$ cat config.mk
export PLATFORM = sky130hd
export DESIGN_NAME = uart_tx_arbiter
export DESIGN_NICKNAME = d
export VERILOG_FILES = /design/src/rtl/uart_tx_arbiter.sv
export SDC_FILE = /design/constraint.sdc
export NUM_CORES = 1
export LEC_CHECK = 0
export CAP_MARGIN = 10
export CORE_MARGIN = 4
export CORE_UTILIZATION = 38
export DETAILED_ROUTE_END_ITERATION = 6
export GPL_TIMING_DRIVEN = 0
export PLACE_DENSITY = 0.67
export SYNTH_ARGS = -nofsm -noshare
export SYNTH_HDL_FRONTEND = slang
export SYNTH_SLANG_ARGS = --single-unit
$ cat constraint.sdc
create_clock -name clk_i -period 2 [get_ports clk_i]
set_input_delay 0.3 -clock clk_i [delete_from_list [all_inputs] [get_ports clk_i]]
set_output_delay 0.3 -clock clk_i [all_outputs]
set_load 0.05 [all_outputs]
$ cat src/rtl/uart_tx_arbiter.sv
// Round-robin arbiter sharing one uart_tx serializer between N_REQ byte streams.
// A grant is held until the owner ends its message, exhausts its burst budget or goes idle.
module uart_tx_arbiter #(
    parameter int N_REQ        = 2,
    parameter int MAX_BURST    = 64,
    parameter int IDLE_TIMEOUT = 16
) (
    input  logic               clk_i,
    input  logic               rstn_i,
    input  logic [N_REQ-1:0]   req_valid_i,
    input  logic [8*N_REQ-1:0] req_data_i,
    input  logic [N_REQ-1:0]   req_last_i,
    output logic [N_REQ-1:0]   req_ready_o,
    output logic               tx_valid_o,
    output logic [7:0]         tx_data_o,
    input  logic               tx_ready_i,
    output logic [N_REQ-1:0]   grant_o,
    output logic               busy_o,
    output logic               state_o
);

    localparam int            PW       = (N_REQ > 1) ? $clog2(N_REQ) : 1;
    localparam logic [PW-1:0] LAST_IDX = PW'(N_REQ - 1);
    localparam logic [7:0]    MAX_B    = 8'(MAX_BURST);
    localparam logic [7:0]    IDLE_T   = 8'(IDLE_TIMEOUT);

    typedef enum logic {
        IDLE  = 1'b0,
        GRANT = 1'b1
    } state_t;

    state_t           state_q, state_d;
    logic [PW-1:0]    ptr_q, ptr_d, cand;
    logic [N_REQ-1:0] grant_d;
    logic [7:0]       burst_q, burst_d, burst_inc;
    logic [7:0]       idle_q, idle_d, idle_inc;
    logic             own_valid, own_last;
    logic [7:0]       own_data;
    logic             out_free, accept, found, release_now;

    // Handshakes: a byte moves from requester k when req_valid_i[k] && req_ready_o[k],
    // and toward uart_tx when tx_valid_o && tx_ready_i; valid never depends on ready.
    always_comb begin
        own_valid = 1'b0;
        own_last  = 1'b0;
        own_data  = 8'h00;
        for (int k = 0; k < N_REQ; k++) begin
            if (grant_o[k]) begin
                own_valid = req_valid_i[k];
                own_last  = req_last_i[k];
                own_data  = req_data_i[8*k +: 8];
            end
        end
    end

    assign out_free    = !tx_valid_o || tx_ready_i;
    assign accept      = own_valid && out_free;
    assign req_ready_o = out_free ? grant_o : '0;
    assign busy_o      = (state_q == GRANT) || tx_valid_o;
    assign state_o     = state_q;

    // Counters saturate so a stuck owner can never wrap back below a release threshold.
    assign burst_inc = (burst_q == 8'hFF) ? burst_q : burst_q + 8'd1;
    assign idle_inc  = (idle_q == 8'hFF) ? idle_q : idle_q + 8'd1;

    always_comb begin
        state_d     = state_q;
        ptr_d       = ptr_q;
        grant_d     = grant_o;
        burst_d     = burst_q;
        idle_d      = idle_q;
        found       = 1'b0;
        cand        = ptr_q;
        release_now = 1'b0;
        case (state_q)
            IDLE: begin
                // Search starts just after the previous owner, wrapping modulo N_REQ.
                for (int i = 0; i < N_REQ; i++) begin
                    cand = (cand == LAST_IDX) ? '0 : cand + PW'(1);
                    if (!found && req_valid_i[cand]) begin
                        found = 1'b1;
                        ptr_d = cand;
                    end
                end
                if (found) begin
                    state_d = GRANT;
                    grant_d = N_REQ'(1) << ptr_d;
                    burst_d = 8'd0;
                    idle_d  = 8'd0;
                end
            end
            GRANT: begin
                if (accept) burst_d = burst_inc;
                idle_d = own_valid ? 8'd0 : idle_inc;
                release_now = (accept && (own_last || (burst_inc >= MAX_B))) ||
                              (!own_valid && (idle_inc >= IDLE_T));
                if (release_now) begin
                    state_d = IDLE;
                    grant_d = '0;
                end
            end
            default: begin
                state_d = IDLE;
                grant_d = '0;
            end
        endcase
    end

    always_ff @(posedge clk_i or negedge rstn_i) begin
        if (!rstn_i) begin
            state_q    <= IDLE;
            ptr_q      <= LAST_IDX;
            grant_o    <= '0;
            burst_q    <= 8'd0;
            idle_q     <= 8'd0;
            tx_valid_o <= 1'b0;
            tx_data_o  <= 8'h00;
        end else begin
            state_q <= state_d;
            ptr_q   <= ptr_d;
            grant_o <= grant_d;
            burst_q <= burst_d;
            idle_q  <= idle_d;
            // Release does not flush the output register; a pending byte still completes.
            if (accept) begin
                tx_valid_o <= 1'b1;
                tx_data_o  <= own_data;
            end else if (tx_ready_i) begin
                tx_valid_o <= 1'b0;
            end
        end
    end

endmodule

# Word level (Yosys, flattened, before mapping)
# Index checks and enable logic that the tools add are counted.
# word_totals
output_inout_bits	15
reg_bits	29
# classes
bitwise	1
n_shift	1
n_reduce_logical	14
eq_ne	5
order_cmp	4
n_mux	35
addsub	4
# ops
operator	count
8-bit two-way mux	7
8-bit one-hot mux with 2 select lines	2
1-bit two-way mux	21
8-bit by 1-bit adder with 8-bit output, second input constant	2
8-bit equality test, second input constant	2
8-bit by 5-bit greater-or-equal comparator with 1-bit output, second input constant	1
8-bit by 7-bit greater-or-equal comparator with 1-bit output, second input constant	1
2-bit two-way mux	3
1-bit logical AND	4
1-bit logical OR	4
1-bit by 2-bit < comparator with 1-bit output, second input constant	2
2-bit by 1-bit != test with 1-bit output, second input constant	2
2-bit one-hot mux with 2 select lines	1
2-bit AND reduction	2
1-bit logical NOT	3
1-bit adder, second input constant	2
2-bit != test, second input constant	1
1-bit one-hot mux with 2 select lines	1
2-bit nonzero test	1
1-bit by 1-bit << shifter with 2-bit output, first input constant	1
1-bit inverter	1

# Longest topological paths before layout
# Gate-level depths: netlist of run 1.
# logic_depth
depth_word	13
ltp_mapped	7
depth_no_buf	6

# Least setup slack after synthesis of run 1
# No wires, ideal clock.
# synth_timing
path_type	register to register
start	register grant_o[1]
end	register burst_q[3]
n_path_buf	0
path_slack_ns	0.122
stages_incl_launch_ff	6
setup_time_ns	0.125
t_arrival_ns	1.752
path_cell_list	dfrtp_1 nand3b_1 a221o_1 a31oi_4 nand4_1 mux2i_1
# synth_between
elab_chain_cells	4
# synth_lines
element	line_no	rtl
start, declared	17	output logic [N_REQ-1:0] grant_o,
start signal, assigned	121	grant_o <= grant_d;
1-bit two-way mux	48	if (grant_o[k]) begin
1-bit logical AND	57	assign accept = own_valid && out_free;
2-bit by 1-bit != test with 1-bit output (no source line)	--	
2-bit AND reduction (no source line)	--	
end signal, assigned	122	burst_q <= burst_d;
end, declared	35	logic [7:0] burst_q, burst_d, burst_inc;
# Every way passes these cells.
# A chain may end at the register's enable or synchronous reset.

# Final worst setup path of run 1
# layout_timing
start	register idle_q[1]
end	register grant_o[0]
# layout_between
elab_chain_cells	7
elab_cells_between_ends	8
classes_between	1 x add/sub; 1 x order compare; 2 x eq/ne; 1 x mux; 3 x reduce/logical
# layout_lines
element	line_no	rtl
start, declared	36	logic [7:0] idle_q, idle_d, idle_inc;
start signal, assigned	123	idle_q <= idle_d;
8-bit by 1-bit adder with 8-bit output or 8-bit equality test (tied branches)	64	assign idle_inc = (idle_q == 8'hFF) ? idle_q : idle_q + 8'd1;
8-bit two-way mux *	64	
8-bit by 5-bit greater-or-equal comparator with 1-bit output *	96	(!own_valid && (idle_inc >= IDLE_T));
1-bit logical AND *	96	
1-bit logical OR *	95	release_now = (accept && (own_last || (burst_inc >= MAX_B))) ||
2-bit by 1-bit != test with 1-bit output (no source line) *	--	
2-bit AND reduction (no source line) *	--	
# Mark *: on every way between the ends. The rest lies on a longest branch, timed or not.

==> impl_metrics.json, run 1 <==
{
  "ys_seq_area_frac": 0.460,
  "drv_slew": 0,
  "worstRegToRegCells": 7,
  "cts.clk_slew.worst_paths_ns": 0.06,
  "finalHoldViolations": 0,
  "antenna_left": 0,
  "fin_skew_ns": 0.00563,
  "clk_path_buf_depth": 2,
  "wl_per_cell_um": 15.2,
  "slowest_stage": "or4_4",
  "grt_pass1_vias": 1380,
  "hold_class": "input pin to flip-flop",
  "die_h_um": 72.5,
  "rsz0062_at_grt": "yes",
  "crit_chain": "ha_2 > and2_1 > and3_4 > buf_6 > or4_4 > nand3_4 > o41ai_1",
  "syn_area_per_cell_um2": 9.35,
  "hold_depth": 3,
  "fin_cells": 266,
  "synth_top_area_share": 0.443,
  "outcome": "complete, no violations",
  "core_region_area_um2": 4000,
  "cts.sinks": 29,
  "synth.area.top_cells": "dfrtp_1, nand2_1, nor2_1",
  "mostFrequentLayoutCells": "clkdlybuf4s50_1, dfrtp_1, nand2_1",
  "grt_overflow": 0,
  "synthCells": 169,
  "portBuffers": 37,
  "grt_pass1_wl_mm": 6.60,
  "grt_util_all_layers": 0.159,
  "end_kind": "flip-flop",
  "yosysWarnings": 0,
  "holdWs_ns": 0.455,
  "gp_congestion": 0.911,
  "cts_tree": "built",
  "dp.cells": 257,
  "antenna_cells": 0,
  "synthFlopType": "dfrtp_1",
  "powerDensity_nw_per_um2": 1420,
  "drive_gt1_frac": 0.134,
  "fin_crit_ns": 1.95,
  "async_reset_ff_frac": 1.00,
  "nets": 240,
  "synth_edf_count": 0,
  "vias": 1458,
  "cts_hold_buffers": 0,
  "totalWireLength_mm": 4.04,
  "critPathRequiredTime_ns": 2.13,
  "setup_viol": 0,
  "synth_nets": 194,
  "cts-root-buf": "clkbuf_8",
  "dieArea_um2": 5250,
  "htree_levels": 2,
  "final_core_util": 0.542,
  "drt_iter0_drc": 81,
  "std_cell_rows": 23,
  "max_slew_margin": 0.442,
  "tightest_slew_ns": 0.830,
  "die_x_um": 72.5,
  "yosys.area.top_type": "dfrtp_1",
  "drv_cap": 0,
  "worst_path_largest_cell_delay_ns": 0.50,
  "grt_max_degree": 17,
  "start_util": 0.395,
  "ios": 38,
  "route.detailed.drc": 0,
  "worstSkewPairLatency_ns": 0.27,
  "ys_types": 43,
  "first_pass_iters": 4,
  "antenna_found_initial": 0,
  "path_max_fanout": 6,
  "syn-cell-area_um2": 1580,
  "syn2layout_area_growth_pct": 37.3,
  "dp_hpwl_mm": 3.04,
  "ir_worst_vdd_uv": 559,
  "ys_seq_elements": 29,
  "start_kind": "flip-flop",
  "viasPerCell": 5.48,
  "finalCritPeriodShare": 0.977,
  "arrival_ns": 2.09,
  "final_common_cell": "clkdlybuf4s50_1",
  "p_leak_nw": 0.947,
  "crit_type": "flip-flop to flip-flop",
  "max_freq_mhz": 512,
  "numCtsBuffers": 5
}
[state kept, by name, summed over array words and instances (netlist names)]
name	count
burst_q	8
idle_q	8
tx_data_o	8
grant_o	2
ptr_q	1
state_o	1
tx_valid_o	1
[critical path, delay by kind of cell, from the launching register on]
family                     cells  cell delay, ns
adders and majority gates      1            0.22
AOI/OAI and AO/OA              1            0.08
DFF                            1            0.41
buffers and inverters          1            0.12
and+or+nand+nor                4            0.98
[per-layer routing]
layer	routed length, um	part of all wire	global-route usage	up-vias
li1	-	-	-	718
met1	1740	0.43	0.209	694
met2	2020	0.50	0.261	44
met3	265	0.066	0.0471	2
met4	14	0.0035	0.0328	0
met5	0	0	0	-
[through the flow]
stage | setup WS, ns | TNS (ns) | cell area (um2) | power [mW]
6_report | 0.0465 | 0 | 2170 | 3.09
2_1_floorplan | 0.122 | 0 | 1580 | 2.03
4_1_cts | 0.0227 | 0 | 2130 | 3.08
5_1_grt | -0.0455 | -0.0737 | 2170 | 3.28
3_5_place_dp | -0.228 | -2.45 | 2030 | 2.55
3_3_place_gp | -0.202 | -1.59 | 2010 | 2.50
[what timing repair did]
action                     CTS  global route
setup endpoints to repair    3             4
gates resized for setup      5            10
buffers inserted             0             1
pin swaps                    0             1
[power by group]
group	internal [mW]	leakage, nW	switching, mW	total, mW
Clock	0.310	0.0542	0.212	0.523
Combinational	0.575	0.527	0.994	1.57
Sequential	0.796	0.366	0.198	0.994
[cells in the mapped netlist (2+ instances only)]
| cell | number |
|---|---|
| a21oi_1 | 14 |
| dfrtp_1 | 28 |
| o21ai_0 | 4 |
| o41ai_1 | 3 |
| nand4_1 | 5 |
| a211oi_1 | 2 |
| mux2i_1 | 6 |
| buf_2 | 2 |
| a21o_1 | 5 |
| a22oi_1 | 9 |
| inv_1 | 4 |
| nand2_1 | 21 |
| nand3_1 | 5 |
| clkbuf_1 | 2 |
| ha_1 | 2 |
| and2_1 | 6 |
| nor2b_1 | 2 |
| nor3_1 | 2 |
| and3_1 | 4 |
| nor2_1 | 20 |
[kinds of logic (layout without fill, tap and decap cells)]
| logic type | after synthesis | in the layout | synth area share |
|---|---|---|---|
| adders and majority gates | 2 | 2 | 0.0158 |
| buffers and inverters | 9 | 56 | 0.0277 |
| DFF | 29 | 29 | 0.460 |
| and+or+nand+nor | 74 | 74 | 0.234 |
| muxes | 7 | 7 | 0.0451 |
| AOI/OAI and AO/OA | 48 | 48 | 0.218 |
[final timing paths]
| kind | start | endpoint | slack (ns) |
|---|---|---|---|
| min | req_valid_i[1] | ptr_q | 0.45 |
| max | idle_q[1] | grant_o[0] | 0.05 |
| min reg2reg | burst_q[4] | burst_q[4] | 0.51 |
| min in group asynchronous | rstn_i | idle_q[6] | 0.50 |
| max reg2reg | idle_q[1] | grant_o[0] | 0.05 |
| max in group asynchronous | rstn_i | ptr_q | 0.85 |
[layout make-up]
cell class | count | area, um2
plain buffers | 5 | 31.3
flip-flops and latches | 29 | 727
multi-input cells | 131 | 838
well taps | 50 | 62.6
inverters | 4 | 15.0
fillers | 345 | 1830
repair buffers | 39 | 394
clock inverters | 1 | 5.00
clock buffers | 7 | 96.3
No activity file was read; power rests on OpenSTA's default activity.
==> run 2, diff against run 1 <==
- CAP_MARGIN: 10 -> 20
==> results of run 2 <==
No change in the layout: final DEF, timing and power equal those of run 1.
==> run 3, diff against run 2 <==
- ABC_AREA: not set -> 1
==> run 3 against run 2 <==
Effect of this change:
- sequential power is 7.7% lower
- critical path depth decreased by 6
- largest cell class unchanged
- hold slack got worse by 0.41 ns
- sequential share of layout area increased by 0.61 points
- first-iteration DRC count is 15% higher
- register-to-register slack better by 0.39 ns
- critical path type is now flip-flop to output pin
- synthesized area rose by 2.6%
- clock power down 11%
==> impl_metrics.json, run 3 <==
{
  "worstSkewPairLatency_ns": 0.29,
  "multi_input_area_um2": 791,
  "first_pass_iters": 4,
  "worstRegToRegCells": 8,
  "synth_nets": 236,
  "htree_levels": 2,
  "final_core_util": 0.525,
  "ios": 38,
  "drv_cap": 0,
  "nets": 280,
  "start_kind": "flip-flop",
  "swShare": 0.484,
  "wl_per_cell_um": 12.7,
  "crit_chain": "clkdlybuf4s50_1",
  "gp_congestion": 0.823,
  "arrival_ns": 1.63,
  "antenna_cells": 0,
  "use_met3": 0.0397,
  "setup_ws_ns": 0.0709,
  "finalHoldViolations": 0,
  "synthCells": 211,
  "synth_top_area_share": 0.432,
  "grt_pass1_wl_mm": 6.75,
  "crit_type": "flip-flop to output pin",
  "comb_power_share": 0.530,
  "ys_seq_elements": 29,
  "syn_area_per_cell_um2": 7.69,
  "pre_cts_ws_ns": -0.209,
  "numCtsBuffers": 5,
  "drv_slew": 0,
  "fin_skew_ns": 0.00867,
  "worst_path_largest_cell_delay_ns": 0.87,
  "use_met2": 0.239,
  "power_frac_seq": 0.312,
  "antenna_found_initial": 0,
  "std_cell_rows": 23,
  "antenna_left": 0,
  "max_freq_mhz": 518,
  "synth_edf_count": 0,
  "syn2layout_area_growth_pct": 31.4,
  "critPathRequiredTime_ns": 1.70,
  "synth.area.top_cells": "dfrtp_1, nand2_1, inv_1",
  "p_int_mw": 1.52,
  "route.detailed.drc": 0,
  "reg2reg_from": "burst_q[0]",
  "yosysMostFrequentCell": "nand2_1",
  "syn-cell-area_um2": 1620,
  "grt_overflow": 0,
  "yosys.area.top_type": "dfrtp_1",
  "drt_iter0_drc": 93,
  "mostFrequentLayoutCells": "nand2_1, clkdlybuf4s50_1, dfrtp_1",
  "final_common_cell": "nand2_1",
  "ys_types": 29,
  "yosysWarnings": 0,
  "cts.clk_slew.worst_paths_ns": 0.07,
  "grt_pass1_vias": 1437,
  "drive_gt1_frac": 0.0859,
  "ys_seq_area_frac": 0.448,
  "grt_max_degree": 30,
  "synthTopCellsByCount": "nand2_1, dfrtp_1, inv_1, nor2_1, o21ai_0",
  "met1_usage": 0.228,
  "outcome": "complete, no violations",
  "core_region_area_um2": 4060,
  "cp.buffers_inverters": 1,
  "dieArea_um2": 5380,
  "crit_family": "buffers and inverters",
  "r2r_end": "grant_o[1]",
  "register_area_um2": 727,
  "clock_power_share": 0.158,
  "reg2reg_slack_ns": 0.44,
  "fill_cells": 395,
  "slowest_stage": "clkdlybuf4s50_1",
  "fin_crit_ns": 1.93,
  "die_h_um": 73.3,
  "path_max_fanout": 6,
  "switchingPower_mw": 1.42,
  "tightest_slew_ns": 0.657,
  "end_kind": "output pin",
  "viasPerCell": 5.06,
  "max_slew_margin": 0.562,
  "cts-root-buf": "clkbuf_8",
  "ir_worst_vdd_uv": 663,
  "grt_most_used_layer": "met2",
  "cts_hold_buffers": 0,
  "finalCritPeriodShare": 0.965,
  "die_x_um": 73.3,
  "start_util": 0.400,
  "reg_top3": "burst_q x8, idle_q x8, tx_data_o x8",
  "clk_path_buf_depth": 2,
  "powerDensity_nw_per_um2": 1380,
  "cts.sinks": 29,
  "async_reset_ff_frac": 1.00,
  "cts_tree": "built",
  "portBuffers": 37,
  "dp_hpwl_mm": 2.85,
  "totalWireLength_mm": 3.89,
  "grt_util_all_layers": 0.162,
  "rsz0062_at_grt": "no",
  "vias": 1549,
  "finalPower_mw": 2.94,
  "hold_class": "input pin to asynchronous set/reset pin",
  "setup_viol": 0,
  "synthFlopType": "dfrtp_1",
  "p_leak_nw": 0.962
}
## run 3: metal layers
metal / wire, um / part of all wire / vias up
met5: 0 / 0 / -
met4: 62 / 0.016 / 0
met3: 124 / 0.032 / 9
met2: 1870 / 0.48 / 17
met1: 1830 / 0.47 / 730
li1: - / - / 793
## run 3: timing repair
item	CTS	global route
endpoints found under the setup margin	3	1
pin swaps	0	0
buffers inserted	0	0
gates resized for setup	3	1
## run 3: layout make-up
type / count / share of cell area
well taps: 50 / 0.0294
plain buffers: 3 / 0.00763
clock buffers: 6 / 0.0341
clock inverters: 2 / 0.00470
repair buffers: 37 / 0.170
flip-flops and latches: 29 / 0.341
inverters: 24 / 0.0423
multi-input cells: 155 / 0.371
## run 3: cells by family after synthesis
kind of cell	Yosys count	share of synthesized area
AOI/OAI and AO/OA	44	0.163
xor gates and xnor gates	2	0.0108
adders and majority gates	2	0.0154
buffers and inverters	27	0.0656
DFF	29	0.448
and+or+nand+nor	107	0.297
## run 3: worst max-delay path by stage
stage | from | endpoint | slack (ns) | cells past startpoint
2_1_floorplan | tx_valid_o | req_ready_o[0] | 0.23 | 3
3_3_place_gp | tx_ready_i | req_ready_o[1] | -0.20 | 4
3_5_place_dp | tx_ready_i | req_ready_o[1] | -0.21 | 4
4_1_cts | tx_ready_i | req_ready_o[1] | 0.04 | 4
5_1_grt | state_o | state_o | 0.03 | 1
6_report | state_o | state_o | 0.07 | 1
## run 3: power by group through the flow
stage                     logic (mW)  registers, mW  clock network [mW]
after floorplan                0.664           1.33                   0
after global placement          1.58          0.920                   0
after detailed placement        1.58          0.929                   0
after CTS                       1.57          0.918               0.483
after global routing            1.72          0.945               0.509
final                           1.56          0.917               0.465
## run 3: stage by stage
step | instance area (um2) | hold WS (ns) | TNS, ns | instances
floorplan | 1620 | 0.00441 | 0 | 211
global placement | 2050 | 0.483 | -0.403 | 298
detailed placement | 2050 | 0.378 | -0.416 | 298
CTS | 2130 | 0.0661 | 0 | 306
global route | 2130 | 0.0858 | 0 | 306
finish | 2130 | 0.0436 | 0 | 306
==> edit: new RTL, config.mk and constraints of run 1 <==
`IDLE_TIMEOUT`: 16 -> 8.
--- a/src/rtl/uart_tx_arbiter.sv
+++ b/src/rtl/uart_tx_arbiter.sv
@@ -5,3 +5,3 @@
     parameter int MAX_BURST    = 64,
-    parameter int IDLE_TIMEOUT = 16
+    parameter int IDLE_TIMEOUT = 8
 ) (
Check against the original RTL: not equivalent (Yosys sat finds a counterexample within 10 cycles, from zero or initial values and one cycle with rstn_i low).
==> edit against run 1 <==
Global-route usage up 0.56 points. Sequential cell count is the same. Total power shrank 1.3%. Synthesized area rose by 0.24%. Routed wire length down 3.2%. Clock skew shrank 0.0042 ns. First-iteration DRC count is 14% higher. Setup slack gained 0.044 ns. Cell area fell by 0.46%. Synthesized cell count stayed put.
==> edit: results <==
[yosys]
synth_ff_type = dfrtp_1
synth.avg_cell_area_um2 = 9.373
ys_types = 44
async_flop_share = 1.000
synth_commonest_cells = 28 x dfrtp_1, 18 x nand2_1, 17 x a21oi_1
synth-edff-count = 0
yosys-top-cells-area = dfrtp_1 44%, a21oi_1 5.4%, nand2_1 4.3%
yosysSeqAreaShare = 0.4589

[final_layout]
layout.nets = 239
diodes = 0
stdcell_count = 265
drive_gt1_frac = 0.1209
fillers = 387

[clock_network]
cts_max_level = 2
clkLatencyLatePin_ns = 0.28
cts_root_buffer = clkbuf_8
numCtsBuffers = 5

[grt]
grt_pass1_wl_um = 6630
antenna_found_initial = 0
grt_usage = 0.1645
grt_max_degree = 21
grt_pass1_vias = 1403

[power]
p_leak_nw = 0.9389
sw_frac_of_total = 0.4535
vdd_drop_max_mv = 0.6973

[sta]
fin_worst_skew_ns = 0.001439
slew_violations = 0
max_slew_margin = 0.5598
whs_ns = 0.3817

[hold_path]
hp-class = in -> async

[worst_setup_path]
slowest_delay_ns = 0.85
critPathArrivalTime_ns = 1.61
r2r_cells = 6
slowest_stage = clkdlybuf4s50_1
r2r_end = grant_o[0]$_DFFE_PN0P_
reg2reg_from = grant_o[0]$_DFFE_PN0P_
crit_fanout = 6
critical_path.top_delay_family = buffers and inverters
r2r_slack_ns = 0.13

[drt]
wl_um = 3909
first_pass_iters = 4
drtIter0Drc = 92
dr_total_vias = 1478

[run_status]
status = completed

[place]
dp_hpwl_um = 2877
place_inst = 257
place_congestion = 0.8246
## edit: stage by stage
step	setup slack [ns]	instance area (um^2)	utilization	total power [mW]
final	0.09059	2160	0.5360	3.045
after global placement	-0.1456	2017	0.5006	2.507
after detailed placement	-0.1670	2044	0.5075	2.531
after global routing	0.01599	2160	0.5360	3.265
after floorplan	0.1346	1584	-	2.012
after CTS	0.006053	2148	0.5332	3.072
## edit: worst max-delay path by stage
stage | from | to | slack [ns] | depth (start not counted)
after global placement | tx_ready_i | req_ready_o[0] | -0.15 | 5
after global routing | grant_o[0]$_DFFE_PN0P_ | grant_o[0]$_DFFE_PN0P_ | 0.02 | 6
final | grant_o[1]$_DFFE_PN0P_ | grant_o[1] | 0.09 | 1
after floorplan | grant_o[1]$_DFFE_PN0P_ | burst_q[7]$_DFFE_PN0P_ | 0.13 | 5
after detailed placement | req_valid_i[0] | tx_data_o[7]$_DFFE_PN0P_ | -0.17 | 5
after CTS | state_o$_DFF_PN0_ | state_o | 0.006 | 1
## edit: power by group through the flow
stage               Clock (mW)  Combinational, mW  Sequential, mW
detailed placement           0               1.56           0.966
finish                   0.533               1.55           0.963
global route             0.575               1.69            1.00
floorplan                    0              0.683            1.33
CTS                      0.546               1.56           0.963
global placement             0               1.55           0.961
## edit: layout make-up
cell class	count	area, um^2	share of cell area
timing repair buffer	38	399.1	0.1848
clock inverter	1	5.005	0.002317
sequential	29	726.9	0.3366
multi-input combinational	129	824.5	0.3818
inverter	4	15.01	0.006952
tap	50	62.56	0.02897
clock buffer	7	96.34	0.04461
buffer	7	30.03	0.01390
## edit: logic make-up after synthesis
group / synth area share
and+or+nand+nor: 0.2133
adders and majority gates: 0.01580
AOI/OAI and AO/OA: 0.2591
buffers and inverters: 0.02764
DFF: 0.4589
muxes: 0.02528
## edit: layer usage
metal | wire [um] | vias up | global-route usage
met5 | 0 | - | 0
met3 | 212 | 10 | 0.06510
met1 | 1714 | 708 | 0.1990
li1 | - | 726 | -
met2 | 1903 | 34 | 0.2595
met4 | 79 | 0 | 0.06967
## edit: what timing repair did
| action | in CTS | in global routing |
|---|---|---|
| gates resized for setup | 7 | 5 |
| endpoints found under the hold margin | 0 | 0 |
| setup endpoints to repair | 6 | 5 |
| setup buffers | 0 | 0 |
| pin swaps | 1 | 2 |
| gates cloned | 0 | 0 |
